===== src/rtl/snes_pad_reader_if.sv =====
// snes_pad_reader_if
//   Bundle of the SNES pad wires and the decoded button state.
//   master : the reader (drives latch/clock and the decoded outputs,
//            receives serial_data from the pad).
//   slave  : the pad side / button consumers.
// Signals
//   serial_data  pad data, low = pressed, asynchronous to the system clock
//   data_latch   pad latch, active high
//   data_clock   pad clock, idles high
//   buttons[15:0] raw frame, bit i = i-th bit shifted in (active-low)
//   keyinput[9:0] GBA KEYINPUT order (active-low)
//   frame_valid  one-cycle pulse when buttons/keyinput update
//   pad_present  last accepted frame looked like a real pad
//   fsm_state    reader state, for observation only
// Handshake: frame_valid is a pure strobe with no ready; consumers may read
//   buttons/keyinput at any time, frame_valid only marks the cycle they change.
interface snes_pad_reader_if;
  logic        serial_data;
  logic        data_latch;
  logic        data_clock;
  logic [15:0] buttons;
  logic [9:0]  keyinput;
  logic        frame_valid;
  logic        pad_present;
  logic [2:0]  fsm_state;

  modport master (
    input  serial_data,
    output data_latch, data_clock, buttons, keyinput,
           frame_valid, pad_present, fsm_state
  );

  modport slave (
    output serial_data,
    input  data_latch, data_clock, buttons, keyinput,
           frame_valid, pad_present, fsm_state
  );
endinterface


===== src/rtl/snes_pad_reader.sv =====
// snes_pad_reader
//   Polls an SNES controller at a fixed rate, shifts in its 16 serial bits
//   and presents them raw (buttons) and in GBA KEYINPUT order (keyinput).
//   All button outputs are active-low (0 = pressed).
// Parameters
//   TICK_CYCLES  clock cycles per pad half-period
//   POLL_CYCLES  clock cycles between frame starts
// Ports
//   clock   system clock
//   rst_b   asynchronous active-low reset
//   pad     snes_pad_reader_if.master (pad wires and decoded outputs)
// Build option
//   PAD_DEBOUNCE_EN : when defined, outputs only change after two consecutive
//   identical frames that differ from the current buttons value. When not
//   defined, every completed frame updates the outputs and pulses frame_valid.
module snes_pad_reader #(
  parameter int TICK_CYCLES = 600,
  parameter int POLL_CYCLES = 1_666_667
) (
  input  logic              clock,
  input  logic              rst_b,
  snes_pad_reader_if.master pad
);

  generate
    if (TICK_CYCLES < 2 || POLL_CYCLES <= 40 * TICK_CYCLES) begin : g_param_check
      $error("snes_pad_reader: need TICK_CYCLES >= 2 and POLL_CYCLES > 40*TICK_CYCLES");
    end
  endgenerate

  localparam int TW = $clog2(TICK_CYCLES);
  localparam int PW = $clog2(POLL_CYCLES);
  localparam logic [TW-1:0] TICK_LAST = TW'(TICK_CYCLES - 1);
  localparam logic [PW-1:0] POLL_LAST = PW'(POLL_CYCLES - 1);

  typedef enum logic [2:0] {
    S_IDLE   = 3'd0,
    S_LATCH  = 3'd1,
    S_SAMPLE = 3'd2,
    S_CLK_LO = 3'd3,
    S_CLK_HI = 3'd4,
    S_DONE   = 3'd5
  } state_t;

  state_t        state_q;
  logic [1:0]    sync_q;
  logic [PW-1:0] poll_q;
  logic [TW-1:0] tick_q;
  logic          half_q;     // second tick of the latch pulse
  logic [3:0]    bit_q;
  logic [15:0]   shreg_q;
  logic          latch_q;
  logic          clk_q;
  logic [15:0]   buttons_q;
  logic [9:0]    keyinput_q;
  logic          valid_q;
  logic          present_q;
`ifdef PAD_DEBOUNCE_EN
  logic [15:0]   prev_q;
`endif

  logic poll_strobe;
  logic tick_end;

  assign poll_strobe = (poll_q == POLL_LAST);
  assign tick_end    = (tick_q == TICK_LAST);

  // L,R,Down,Up,Left,Right,Start,Sel,B,A from the pad's B,Y,Sel,Start,U,D,L,R,A,X,L,R order
  function automatic logic [9:0] to_keyinput(input logic [15:0] b);
    return {b[10], b[11], b[5], b[4], b[6], b[7], b[3], b[2], b[0], b[8]};
  endfunction

  function automatic logic is_present(input logic [15:0] b);
    return (b[15:12] == 4'hF) && (b[11:0] != 12'hFFF);
  endfunction

  // Two-flop synchroniser; idles released (high) like an unplugged pad.
  always_ff @(posedge clock or negedge rst_b) begin
    if (!rst_b) sync_q <= 2'b11;
    else        sync_q <= {sync_q[0], pad.serial_data};
  end

  // Free-running poll timer; the wrap cycle is the poll strobe.
  always_ff @(posedge clock or negedge rst_b) begin
    if (!rst_b)           poll_q <= '0;
    else if (poll_strobe) poll_q <= '0;
    else                  poll_q <= poll_q + 1'b1;
  end

  always_ff @(posedge clock or negedge rst_b) begin
    if (!rst_b) begin
      state_q    <= S_IDLE;
      tick_q     <= '0;
      half_q     <= 1'b0;
      bit_q      <= 4'd0;
      shreg_q    <= 16'hFFFF;
      latch_q    <= 1'b0;
      clk_q      <= 1'b1;
      buttons_q  <= 16'hFFFF;
      keyinput_q <= 10'h3FF;
      valid_q    <= 1'b0;
      present_q  <= 1'b0;
`ifdef PAD_DEBOUNCE_EN
      prev_q     <= 16'hFFFF;
`endif
    end else begin
      valid_q <= 1'b0;
      case (state_q)
        S_IDLE: begin
          if (poll_strobe) begin
            state_q <= S_LATCH;
            latch_q <= 1'b1;
            tick_q  <= '0;
            half_q  <= 1'b0;
          end
        end
        S_LATCH: begin
          if (tick_end) begin
            tick_q <= '0;
            if (half_q) begin
              state_q <= S_SAMPLE;
              latch_q <= 1'b0;
              bit_q   <= 4'd0;
            end else begin
              half_q <= 1'b1;
            end
          end else begin
            tick_q <= tick_q + 1'b1;
          end
        end
        S_SAMPLE: begin
          shreg_q[bit_q] <= sync_q[1];
          if (bit_q == 4'd15) begin
            state_q <= S_DONE;
          end else begin
            state_q <= S_CLK_LO;
            clk_q   <= 1'b0;
          end
        end
        S_CLK_LO: begin
          if (tick_end) begin
            tick_q  <= '0;
            state_q <= S_CLK_HI;
            clk_q   <= 1'b1;   // pad shifts its next bit out on this edge
          end else begin
            tick_q <= tick_q + 1'b1;
          end
        end
        S_CLK_HI: begin
          // Holding a full tick puts the next sample mid-way through data-valid.
          if (tick_end) begin
            tick_q  <= '0;
            bit_q   <= bit_q + 4'd1;
            state_q <= S_SAMPLE;
          end else begin
            tick_q <= tick_q + 1'b1;
          end
        end
        S_DONE: begin
          state_q <= S_IDLE;
`ifdef PAD_DEBOUNCE_EN
          prev_q <= shreg_q;
          if ((shreg_q == prev_q) && (shreg_q != buttons_q)) begin
            buttons_q  <= shreg_q;
            keyinput_q <= to_keyinput(shreg_q);
            present_q  <= is_present(shreg_q);
            valid_q    <= 1'b1;
          end
`else
          buttons_q  <= shreg_q;
          keyinput_q <= to_keyinput(shreg_q);
          present_q  <= is_present(shreg_q);
          valid_q    <= 1'b1;
`endif
        end
        default: state_q <= S_IDLE;
      endcase
    end
  end

  assign pad.data_latch  = latch_q;
  assign pad.data_clock  = clk_q;
  assign pad.buttons     = buttons_q;
  assign pad.keyinput    = keyinput_q;
  assign pad.frame_valid = valid_q;
  assign pad.pad_present = present_q;
  assign pad.fsm_state   = state_q;

endmodule


===== src/flat_wrapper.sv =====
// flat-port wrapper written by rule: the top's interface ports become plain ports
module snes_pad_reader_flat 
#(
  parameter int TICK_CYCLES = 600,
  parameter int POLL_CYCLES = 1_666_667
)
  (clock, rst_b, pad_serial_data, pad_data_latch, pad_data_clock, pad_buttons, pad_keyinput, pad_frame_valid, pad_pad_present, pad_fsm_state);
  snes_pad_reader_if pad_i ();
  input  logic clock;
  input  logic rst_b;
  input wire logic [$bits(pad_i.serial_data)-1:0] pad_serial_data;
  output wire logic [$bits(pad_i.data_latch)-1:0] pad_data_latch;
  output wire logic [$bits(pad_i.data_clock)-1:0] pad_data_clock;
  output wire logic [$bits(pad_i.buttons)-1:0] pad_buttons;
  output wire logic [$bits(pad_i.keyinput)-1:0] pad_keyinput;
  output wire logic [$bits(pad_i.frame_valid)-1:0] pad_frame_valid;
  output wire logic [$bits(pad_i.pad_present)-1:0] pad_pad_present;
  output wire logic [$bits(pad_i.fsm_state)-1:0] pad_fsm_state;
  assign pad_i.serial_data = pad_serial_data;
  assign pad_data_latch = pad_i.data_latch;
  assign pad_data_clock = pad_i.data_clock;
  assign pad_buttons = pad_i.buttons;
  assign pad_keyinput = pad_i.keyinput;
  assign pad_frame_valid = pad_i.frame_valid;
  assign pad_pad_present = pad_i.pad_present;
  assign pad_fsm_state = pad_i.fsm_state;
  snes_pad_reader #(.TICK_CYCLES(TICK_CYCLES), .POLL_CYCLES(POLL_CYCLES)) u_core (.clock(clock), .rst_b(rst_b), .pad(pad_i));
endmodule

===== config.mk =====
export PLATFORM = sky130hd
export DESIGN_NAME = snes_pad_reader_flat
export DESIGN_NICKNAME = d
export VERILOG_FILES = /design/src/rtl/snes_pad_reader_if.sv /design/src/rtl/snes_pad_reader.sv /design/src/flat_wrapper.sv
export SDC_FILE = /design/constraint.sdc
export NUM_CORES = 1
export LEC_CHECK = 0
export CORE_MARGIN = 2
export CORE_UTILIZATION = 28
export DETAILED_ROUTE_END_ITERATION = 16
export GPL_ROUTABILITY_DRIVEN = 0
export PLACE_DENSITY = 0.52
export SETUP_SLACK_MARGIN = 0.2
export SKIP_CTS_REPAIR_TIMING = 1
export SLEW_MARGIN = 20
export SYNTH_ARGS = -nofsm -noshare
export SYNTH_HDL_FRONTEND = slang
export SYNTH_SLANG_ARGS = --single-unit

===== constraint.sdc =====
create_clock -name clock -period 2.8 [get_ports clock]
set_input_delay 0.84 -clock clock [delete_from_list [all_inputs] [get_ports clock]]
set_output_delay 0.84 -clock clock [all_outputs]
set_load 0.005 [all_outputs]

[Word-level counts from Yosys, hierarchy flattened]
Cells that the tools add are included.
Storage, ports and cells
  register bits after elaboration: 87
  input port bits: 3
  output and inout bits: 33
  logic and storage cells: 76
Cells by class
  $add $sub $neg: 3
  magnitude comparators: 2
  eq/ne operators: 16
  mux-type cells: 28
  reduce and logical (&&, ||, !) cells: 14
Operators by type and width (count)
  21-bit by 1-bit adder with 21-bit output, second input constant: 1
  21-bit equality test, second input constant: 1
  21-bit 2-to-1 mux: 1
  10-bit 2-to-1 mux: 2
  10-bit one-hot mux with 2 select lines: 1
  3-bit 2-to-1 mux: 6
  16-bit bitwise mux: 1
  3-bit one-hot mux with 5 select lines: 1
  4-bit 2-to-1 mux: 3
  12-bit inequality test, second input constant: 1
  10-bit by 1-bit adder with 10-bit output, second input constant: 1
  10-bit equality test, second input constant: 1
  2-bit by 1-bit inequality test with 1-bit output, second input constant: 5
  4-bit equality test, second input constant: 2
  1-bit 2-to-1 mux: 8
  4-bit one-hot mux with 2 select lines: 1
  4-bit AND reduction: 2
  2-bit nonzero test: 4
  3-bit by 2-bit equality test with 1-bit output, second input constant: 2
  3-bit equality test, second input constant: 2
  1-bit one-hot mux with 2 select lines: 3
  3-bit AND reduction: 2
  4-bit by 5-bit less-than comparator with 1-bit output, second input constant: 1
  5-bit AND reduction: 1
  9 further kinds: 10

[Logic depth before layout (Yosys ltp)]
Gate-level depths: netlist (run 1).
  word-level depth: 5
  mapped depth: 7
  gate-level depth less buffers: 6

[Worst setup path after synthesis (run 1)]
OpenSTA, ideal clock, no wires.
  kind: register -> register
  start point: register u_core.tick_q[3]
  end point: register u_core.bit_q[3]
  setup time: 0.092 ns
  data arrival time: 1.800 ns
  required time: 2.708 ns
  path slack: 0.908 ns
  cell stages (with the launch flop): 5
  buffers on the path: 0
  clock period less this slack: 1.892 ns
  path through: dfrtp_1 > or3_4 > or3_4 > or4_4 > o31ai_2
On the way
  word-level cells in the longest chain between the ends: 3
  elaborated cells between the ends (all ways): 4
  classes of those cells: eq/ne (3); reduce/logical (1)
RTL lines
  start, declared: RTL line snes_pad_reader.sv:48  | logic [TW-1:0] tick_q;
  start signal, assigned: RTL line snes_pad_reader.sv:128  | tick_q <= tick_q + 1'b1;
  start signal, assigned: RTL line snes_pad_reader.sv:146  | tick_q <= tick_q + 1'b1;
  start signal, assigned: RTL line snes_pad_reader.sv:156  | tick_q <= tick_q + 1'b1;
  10-bit equality test *: RTL line snes_pad_reader.sv:66  | assign tick_end = (tick_q == TICK_LAST);
  2-bit by 1-bit inequality test with 1-bit output (no line)
  4-bit AND reduction (no line) *
  end signal, assigned: RTL line snes_pad_reader.sv:153  | bit_q <= bit_q + 4'd1;
  end, declared: RTL line snes_pad_reader.sv:50  | logic [3:0] bit_q;
Mark *: on every way between the ends. The rest lies on a longest branch, timed or not.
A chain may end at the register's enable or synchronous reset.

[Worst setup path in the final report (run 1)]
  start point: register u_core.state_q[0] (netlist: u_core.pad.fsm_state[0])
  end point: output port pad_fsm_state[0]
RTL lines
  start, declared: RTL line snes_pad_reader.sv:45  | state_t state_q;
  start signal, assigned: RTL line snes_pad_reader.sv:92  | state_q <= S_IDLE;
  start signal, assigned: RTL line snes_pad_reader.sv:111  | state_q <= S_LATCH;
  start signal, assigned: RTL line snes_pad_reader.sv:121  | state_q <= S_SAMPLE;
  end, declared: RTL line flat_wrapper.sv:18  | output wire logic [$bits(pad_i.fsm_state)-1:0] pad_fsm_state;
No word-level cell between the ends.

==> results by group, run 1 <==
Outcome
  • Status: completed

Floorplanning
  • Die area: approximately 0.015 mm²
  • # rows: 42
  • Die Height: 122 µm
  • Core area: ~0.013 mm²
  • # IOs: 36
  • Die Width: 122 µm
  • Starting Density: 28.9%

GRT
  • Vias in the first global route: 2716
  • First-pass GRT wire length: around 13000 µm
  • Largest net degree at the start of global routing: 43
  • Initial antenna violation count: 0
  • Congestion Overflow GR: 0
  • Gr usage total: roughly 12%

Finish
  • Sequential Area: around 0.002 mm²
  • Fill cells: between 1000 and 1500
  • Commonest non-fill, non-tap cell in the layout: dfrtp_1
  • Final instance area: roughly 0.0046 mm²
  • Most frequent cells in the layout: dfrtp_1, dfstp_2, clkdlybuf4s50_1
  • Layout Cells excl Fill: roughly 570
  • Area of the multi-input gates: 0.00173 mm²
  • Diodes inserted: 0
  • Share of cells above drive strength 1: approximately a quarter
  • Area growth from synthesis to layout: 19.6%
  • Nets@finish: about 400

Detailed routing
  • Via/cell ratio: a little under 5
  • DRT Pass-1 Iters: 4
  • Final WL: 7810 µm
  • Wire per inst: between 10 and 15 µm
  • Iteration-0 DRC Markers: around 130
  • Antenna-violating nets left: 0
  • DR DRC count: 0
  • Total number of vias: 2740

Place
  • DP Cell Count: around 550
  • DP HPWL: roughly 5700 µm
  • Setup WS pre-CTS: about 0.68 ns
  • PortBufs: 35
  • Placed instance area: around 0.0044 mm²

Synthesis
  • Syn Area/Cell: 10.8 µm²
  • Synth Flop Type: dfrtp_1
  • Post-synthesis mux area share: 11.1%
  • Register area share after synthesis: between 50% and 60%
  • Post-synthesis simple-gate area fraction: approximately a fifth
  • Synth area leaders: dfrtp_1, dfstp_2, mux2_2
  • Register bit total from synthesis: 77
  • Count of cell types in the netlist: 54
  • Largest family of logic cells by synthesized area: simple AND/OR/NAND/NOR gates
  • Yosys warning count: 0
  • Largest area contributor in the netlist: dfrtp_1
  • Synth Cell Area: approximately 0.0039 mm²
  • XOR/XNOR Fraction of Synth Area: ~3.2%
  • Post-synthesis adder-cell area fraction: 2.26%
  • Top-area cell type share of the netlist area: between 20% and 30%
  • Cells after Synth: between 300 and 400
  • Post-synthesis compound-gate area fraction: slightly below 9%
  • Post-synth EDFFs: 0
  • Syn nets: about 370
  • Fraction of registers with async set/reset: between 90% and 100%

Worst setup path
  • Buf/Inv on CP: 1
  • Crit path capture type: output pin
  • Slowest stage delay, CP: roughly 0.60 ns
  • WP data required: roughly 2.0 ns
  • CP arrival: between 1.5 and 2 ns
  • Setup CP Type: flip-flop to output pin
  • Critical path's top delay family: flip-flops
  • Startpoint Class: flip-flop
  • Cells along the critical path: clkdlybuf4s50_1
  • Crit-path slowest cell: dfrtp_1
  • Largest fanout on the critical path: 14

Pwr
  • Reg power frac: around half
  • Cell-internal power: 1.75 mW
  • Leakage: roughly 1.8 nW
  • Switching Fraction: around a fifth
  • Max rail drop VDD: roughly 300 µV
  • Logic gate share of total power: under 10%
  • Pwr/cell area: between 400 and 500 mW/mm²
  • Clock Power Share: about half
  • Switching power: about 0.47 mW

Clocking
  • Clock Tree Buf Depth: 2
  • Clock sink count: 77
  • CTS tree: done
  • Clock root cell: clkbuf_16
  • CTS clock-pin slew for the worst setup and hold paths: ~0.060 ns
  • H-tree Lvls: 3
  • CTS buffer count: 9
  • Clock latency on the worst-skew pair: between 0.3 and 0.4 ns

STA
  • Hold Vio Cnt, Final: 0
  • Hold WS: between 0.3 and 0.4 ns
  • Actual slew at the worst max-slew pin: about 0.8 ns
  • Final Setup Violations: 0
  • Max Slew Vio Count: 0
  • RSZ-0062 raised after global routing: false
  • Tcrit/Tclk final: around 84%
  • Layout Skew: between 0.005 and 0.006 ns
  • Fmax: 423 MHz
  • Slew margin rel.: around 47%
  • Post-route minimum period: between 2 and 2.5 ns
  • Final setup TNS: 0 ns
  • Final worst setup slack: around 0.44 ns

Hold path
  • Worst min-delay path class: flip-flop to flip-flop

Job
  • Max-cap viol count: 0
-- power groups by stage --
stage	logic [mW]	registers [mW]	clock network, mW
final	0.0266	1.12	1.07
after global routing	0.0325	1.12	1.16
after CTS	0.0293	1.12	1.11
after detailed placement	0.0294	1.14	0
after global placement	0.0288	1.14	0
after floorplan	0.00164	1.14	0
-- final cells by class --
| type | count | area share [%] |
|---|---|---|
| Sequential cell | 77 | 42.5 |
| Multi-Input combinational cell | 244 | 37.2 |
| Timing Repair Buffer | 41 | 8.47 |
| Clock buffer | 11 | 5.23 |
| Tap cell | 176 | 4.75 |
| Inverter | 14 | 1.13 |
| Clock inverter | 5 | 0.702 |
-- sequential cells by signal, summed over array words and instances, names as in the netlist, 2 cells and up --
name,flops
u_core.poll_q,21
u_core.shreg_q,16
u_core.tick_q,10
u_core.pad.keyinput,9
u_core.pad.buttons,7
u_core.bit_q,4
u_core.pad.fsm_state,3
u_core.sync_q,2
-- routing by layer --
metal	global-route usage (%)	routed length, µm
met5	0	0
met4	5.24	173
met3	3.28	236
met2	18.3	3570
met1	14.8	3820
-- per-stage QoR --
step                power [mW]  util, %
CTS                       2.26     34.6
global placement          1.17     32.5
detailed placement        1.17     32.5
floorplan                 1.14        -
global route              2.31     34.6
finish                    2.22     34.6
-- synthesized netlist by cell type, types with 3 or more instances --
master,number
nand2_1,23
o211ai_1,4
xor2_1,3
dfrtp_1,42
and2_1,5
a31oi_1,3
o21a_1,3
mux2_2,32
nor2b_1,4
or3_1,8
nand4_1,16
buf_4,10
o41ai_1,3
o31ai_1,3
dfstp_2,35
nor4bb_1,3
clkbuf_1,12
o21ai_0,8
nor2_1,22
inv_1,14
nor4_1,4
mux2i_1,7
and4_1,3
nand3_1,20
xnor2_1,11
o21ai_1,3
ha_1,7
nor3_1,8
a21oi_1,10
-- worst paths after layout --
kind	startpoint	to	slack [ns]	depth (start not counted)
worst max-delay path	u_core.pad.fsm_state[0]	pad_fsm_state[0]	0.44	1
worst min-delay path	u_core.sync_q[0]	u_core.sync_q[1]	0.35	0
worst max register to register	u_core.pad.fsm_state[2]	u_core.tick_q[5]	0.65	5
worst min register to register	u_core.sync_q[0]	u_core.sync_q[1]	0.35	0
max in group asynchronous	rst_b	u_core.sync_q[0]	1.66	2
min in group asynchronous	rst_b	u_core.bit_q[3]	0.49	1
-- kinds of logic (layout without fill, tap and decap cells) --
family / count (synthesis) / count (layout)
AOI/OAI and AO/OA: 51 / 51
xor gates and xnor gates: 14 / 14
adders and majority gates: 7 / 7
and+or+nand+nor: 133 / 133
DFF: 77 / 77
muxes: 39 / 39
buffers and inverters: 38 / 71
Note: power is estimated with default switching activity, not from simulation.
==> run 2: changes to the inputs <==
Clock period 2.8 ns to 2.2 ns, I/O delays scaled along.
==> run 2 against run 1 <==
- routed wire length increased by 8.0%
- sequential share of layout area decreased by 1.8 points
- critical endpoint is now pad_fsm_state[1]
- clock power increased by 34%
- non-clock buffer count increased by 12
- critical path depth unchanged
- flip-flop and latch count unchanged
- via count increased by 5.0%
==> results by group, run 2 (same netlist as run 1, synthesis figures left out) <==
Floorplanning
  • Starting Density: between 20% and 30%
  • # IOs: 36
  • Die Height: approximately 120 µm
  • # rows: between 40 and 50
  • Core area: 0.0134 mm²
  • Die area: 0.0148 mm²
  • Die Width: between 100 and 150 µm

Finish
  • Largest registers: u_core.poll_q (21), u_core.shreg_q (16), u_core.tick_q (10)
  • Fill cells: between 1000 and 1500
  • Final instance area: around 0.0048 mm²
  • Share of the core filled with cells: approximately 36%
  • Nets@finish: 409
  • Layout Cells excl Fill: between 500 and 600
  • Commonest non-fill, non-tap cell in the layout: dfrtp_1
  • Area growth from synthesis to layout: 25.0%
  • Most frequent cells in the layout: dfrtp_1, dfstp_2, mux2_2
  • Diodes inserted: 0
  • Biggest register: u_core.poll_q
  • Largest register FFs: 21
  • Share of cells above drive strength 1: about 28%

STA
  • Fmax: between 400 and 500 MHz
  • Post-route minimum period: ~2.0 ns
  • RSZ-0062 raised after global routing: true
  • Layout Skew: just under 0.007 ns
  • Final worst setup slack: 0.175 ns
  • Final setup TNS: 0 ns
  • Actual slew at the worst max-slew pin: between 0.7 and 0.8 ns
  • Tcrit/Tclk final: between 90% and 100%
  • Max Slew Vio Count: 0
  • Final Setup Violations: 0
  • Hold WS: about 0.21 ns
  • Hold Vio Cnt, Final: 0
  • Slew margin rel.: around 48%

GRT
  • Vias in the first global route: ~2800
  • Initial antenna violation count: 0
  • Largest net degree at the start of global routing: 36
  • Gr usage total: roughly an eighth
  • First-pass GRT wire length: 13700 µm
  • Congestion Overflow GR: 0

Worst setup path
  • Crit-path slowest cell: clkdlybuf4s50_1
  • Cells along the critical path: clkdlybuf4s50_1
  • Reg2Reg Depth: 4
  • Reg-to-Reg Start: u_core.tick_q[7]
  • Worst reg-to-reg setup slack: around 0.26 ns
  • Critical path's top delay family: buffers and inverters
  • Crit path capture type: output pin
  • Startpoint Class: flip-flop
  • Buf/Inv on CP: 1
  • CP arrival: roughly 1.4 ns
  • Slowest stage delay, CP: between 0.5 and 0.6 ns
  • WP data required: 1.54 ns
  • CP Launch Point: u_core.pad.fsm_state[1]
  • RR Endpoint: u_core.bit_q[3]
  • Setup CP Type: flip-flop to output pin
  • Largest fanout on the critical path: 11

Pwr
  • Total power: 2.89 mW
  • Pwr/cell area: about 600 mW/mm²
  • Max rail drop VDD: about 340 µV
  • Leakage: 2.39 nW

Outcome
  • Status: completed

Detailed routing
  • Via/cell ratio: 4.96
  • Total number of vias: 2876
  • DR DRC count: 0
  • Final WL: approximately 8400 µm
  • Antenna-violating nets left: 0
  • Wire per inst: between 10 and 15 µm
  • DRT Pass-1 Iters: 4
  • Iteration-0 DRC Markers: around 130

Clocking
  • Clock sink count: 77
  • Clock root cell: clkbuf_16
  • CTS tree: done
  • CTS clock-pin slew for the worst setup and hold paths: ~0.06 ns
  • Clock Tree Buf Depth: 2
  • Clock latency on the worst-skew pair: approximately 0.34 ns
  • CTS buffer count: 9
  • H-tree Lvls: 3

Place
  • Setup WS pre-CTS: between 0.15 and 0.2 ns
  • PortBufs: 35
  • DP Cell Count: 560
  • DP HPWL: ~6000 µm
  • Placed instance area: 0.00443 mm²

Hold path
  • Worst min-delay path class: input port to asynchronous set/reset pin

Job
  • Max-cap viol count: 0
## run 2: cell types whose count changed in the layout (fill, tap and decap cells not counted), moves of 3 or more
cell / before / now
dlymetal6s2s_1: 0 / 27
dfrtp_1: 42 / 39
buf_4: 7 / 18
dfrtp_2: 0 / 3
clkdlybuf4s50_1: 34 / 7
## run 2: how the worst max path moves through the flow
stage	cells past startpoint	end	slack, ns
finish	1	pad_fsm_state[1]	0.18
CTS	1	pad_fsm_state[1]	0.04
floorplan	4	u_core.bit_q[3]	0.31
global route	1	pad_fsm_state[1]	0.13
detailed placement	5	u_core.bit_q[3]	0.18
global placement	5	u_core.bit_q[3]	0.23
## run 2: area by class of cell
class	instances	area, µm²	share of cell area [%]
flip-flops and latches	77	1970	40.7
clock buffers	12	256	5.29
well taps	176	220	4.54
inverters	14	52.6	1.08
repair buffers	53	563	11.6
clock inverters	4	28.8	0.594
multi-input cells	244	1750	36.1
## run 2: metal layers
layer  GRT usage, %  share of wire (%)  vias up
li1               -                  -     1380
met1           15.4                 48     1434
met2           19.1                 47       53
met3           2.86                3.5        9
met4           4.09                1.2        0
met5              0                  0        -
## run 2: where the power goes
part	internal, mW	switching (mW)
clock network	0.833	0.598
logic	0.00779	0.0285
registers	1.42	0.00416
total	2.26	0.631
==> run 3: changes to the inputs <==
--- a/constraint.sdc
+++ b/constraint.sdc
@@ -3,2 +3,2 @@
 set_output_delay 0.66 -clock clock [all_outputs]
-set_load 0.005 [all_outputs]
+set_load 0.05 [all_outputs]
==> run 3 against run 2 <==
- total power is 3.9% higher
- setup slack improved by 0.066 ns
- first-iteration DRC count increased by 11%
- non-clock buffer count grew 2
- register-to-register slack worse by 0.02 ns
- highest routed layer unchanged
==> results by group, run 3 (same netlist as run 1, synthesis figures left out) <==
Outcome
  • Status: completed

Pwr
  • Pwr/cell area: approximately 630 mW/mm²
  • Max rail drop VDD: ~280 µV
  • Total power: roughly 3 mW
  • Leakage: ~2.0 nW

Worst setup path
  • CP arrival: around 2.2 ns
  • Setup CP Type: flip-flop to flip-flop
  • Crit path capture type: flip-flop
  • Startpoint Class: flip-flop
  • WP data required: ~2.5 ns
  • Largest fanout on the critical path: 5
  • Reg2Reg Depth: 4

GRT
  • GR Util met1: roughly 15%
  • Initial antenna violation count: 0
  • Congestion Overflow GR: 0
  • Vias in the first global route: around 2600
  • First-pass GRT wire length: between 10000 and 15000 µm
  • Gr usage total: 11.5%
  • M2 GR Usage: a little under a fifth
  • GR Util met3: about 2.5%
  • Top Usage Layer GRT: met2
  • Largest net degree at the start of global routing: 36

STA
  • Final setup TNS: 0 ns
  • Actual slew at the worst max-slew pin: between 0.7 and 0.8 ns
  • Hold Vio Cnt, Final: 0
  • Tcrit/Tclk final: about nine tenths
  • Post-route minimum period: roughly 2.0 ns
  • RSZ-0062 raised after global routing: true
  • Layout Skew: ~0.0076 ns
  • Fmax: a little over 500 MHz
  • Max Slew Vio Count: 0
  • Slew margin rel.: between 40% and 50%
  • Final Setup Violations: 0

Floorplanning
  • # IOs: 36
  • Die Height: ~120 µm
  • Die Width: about 120 µm
  • # rows: 42
  • Core area: about 0.013 mm²
  • Die area: roughly 0.015 mm²
  • Starting Density: roughly 29%

Clocking
  • Clock sink count: 77
  • CTS buffer count: 9
  • CTS clock-pin slew for the worst setup and hold paths: around 0.06 ns
  • H-tree Lvls: 3
  • Clock Tree Buf Depth: 2
  • CTS tree: done
  • Clock latency on the worst-skew pair: between 0.3 and 0.4 ns
  • Clock root cell: clkbuf_16

Finish
  • Share of the core filled with cells: between 30% and 40%
  • Most frequent cells in the layout: buf_4, dfrtp_1, dfstp_2
  • Diodes inserted: 0
  • Commonest non-fill, non-tap cell in the layout: buf_4
  • Share of cells above drive strength 1: between 30% and 40%
  • Area growth from synthesis to layout: 23.1%
  • Largest register FFs: 21
  • Biggest register: u_core.poll_q
  • Largest registers: u_core.poll_q (21), u_core.shreg_q (16), u_core.tick_q (10)
  • Nets@finish: 411

Place
  • DP HPWL: 5850 µm
  • PortBufs: 35

Detailed routing
  • Iteration-0 DRC Markers: roughly 150
  • Antenna-violating nets left: 0
  • Total number of vias: between 2000 and 3000
  • DRT Pass-1 Iters: 4
  • Final WL: roughly 8000 µm
  • Via/cell ratio: ~4.9
  • DR DRC count: 0
  • Wire per inst: 13.8 µm

Hold path
  • Worst min-delay path class: input port to asynchronous set/reset pin

Job
  • Max-cap viol count: 0
[run 3: cell count changes in the layout (fill, tap and decap cells not counted), moves of 2 or more]
cell | previous run | this run
inv_6 | 2 | 0
buf_4 | 18 | 50
clkdlybuf4s50_1 | 7 | 1
dlymetal6s2s_1 | 27 | 2
[run 3: final timing paths]
path                                endpoint        startpoint  slack [ns]
min reg2reg                 u_core.sync_q[1]  u_core.sync_q[0]        0.35
min in group clock          u_core.sync_q[1]  u_core.sync_q[0]        0.35
max reg2reg                  u_core.bit_q[3]  u_core.tick_q[3]        0.24
max in group asynchronous  u_core.shreg_q[5]             rst_b        1.28
max                          u_core.bit_q[3]  u_core.tick_q[3]        0.24
min                         u_core.tick_q[2]             rst_b        0.28
[run 3: layout make-up]
| type | count | area [µm²] |
|---|---|---|
| flip-flops and latches | 77 | 1970 |
| inverters | 14 | 52.6 |
| clock inverters | 5 | 55.1 |
| repair buffers | 55 | 450 |
| fillers | 1333 | 8630 |
| multi-input cells | 244 | 1760 |
| clock buffers | 11 | 264 |
| well taps | 176 | 220 |
[run 3: worst max-delay path, stage by stage (launching register included)]
cell and delay, ns:
dfrtp_2 0.42, or3_4 0.42, or3_4 0.37, or4_4 0.45, o31ai_2 0.21
[run 3: routing by layer]
layer,vias to the layer above,routed length [µm]
li1,1390,-
met1,1377,3800
met2,57,3810
met3,10,273
met4,0,138
met5,-,0
[run 3: power breakdown]
| part | internal, mW | switching, mW |
|---|---|---|
| Clock | 0.976 | 0.571 |
| Sequential | 1.42 | 0.00374 |
| Combinational | 0.00651 | 0.0270 |
| Total | 2.41 | 0.602 |
[run 3: stage by stage]
stage | setup slack (ns) | instance area (µm²) | hold slack [ns] | cells
finish | 0.241 | 4770 | 0.275 | 582
global route | 0.191 | 4770 | 0.309 | 582
CTS | 0.0435 | 4680 | 0.280 | 575
detailed placement | 0.205 | 4360 | 0.348 | 559
global placement | 0.239 | 4360 | 0.346 | 559
floorplan | 0.262 | 3880 | 0.345 | 359
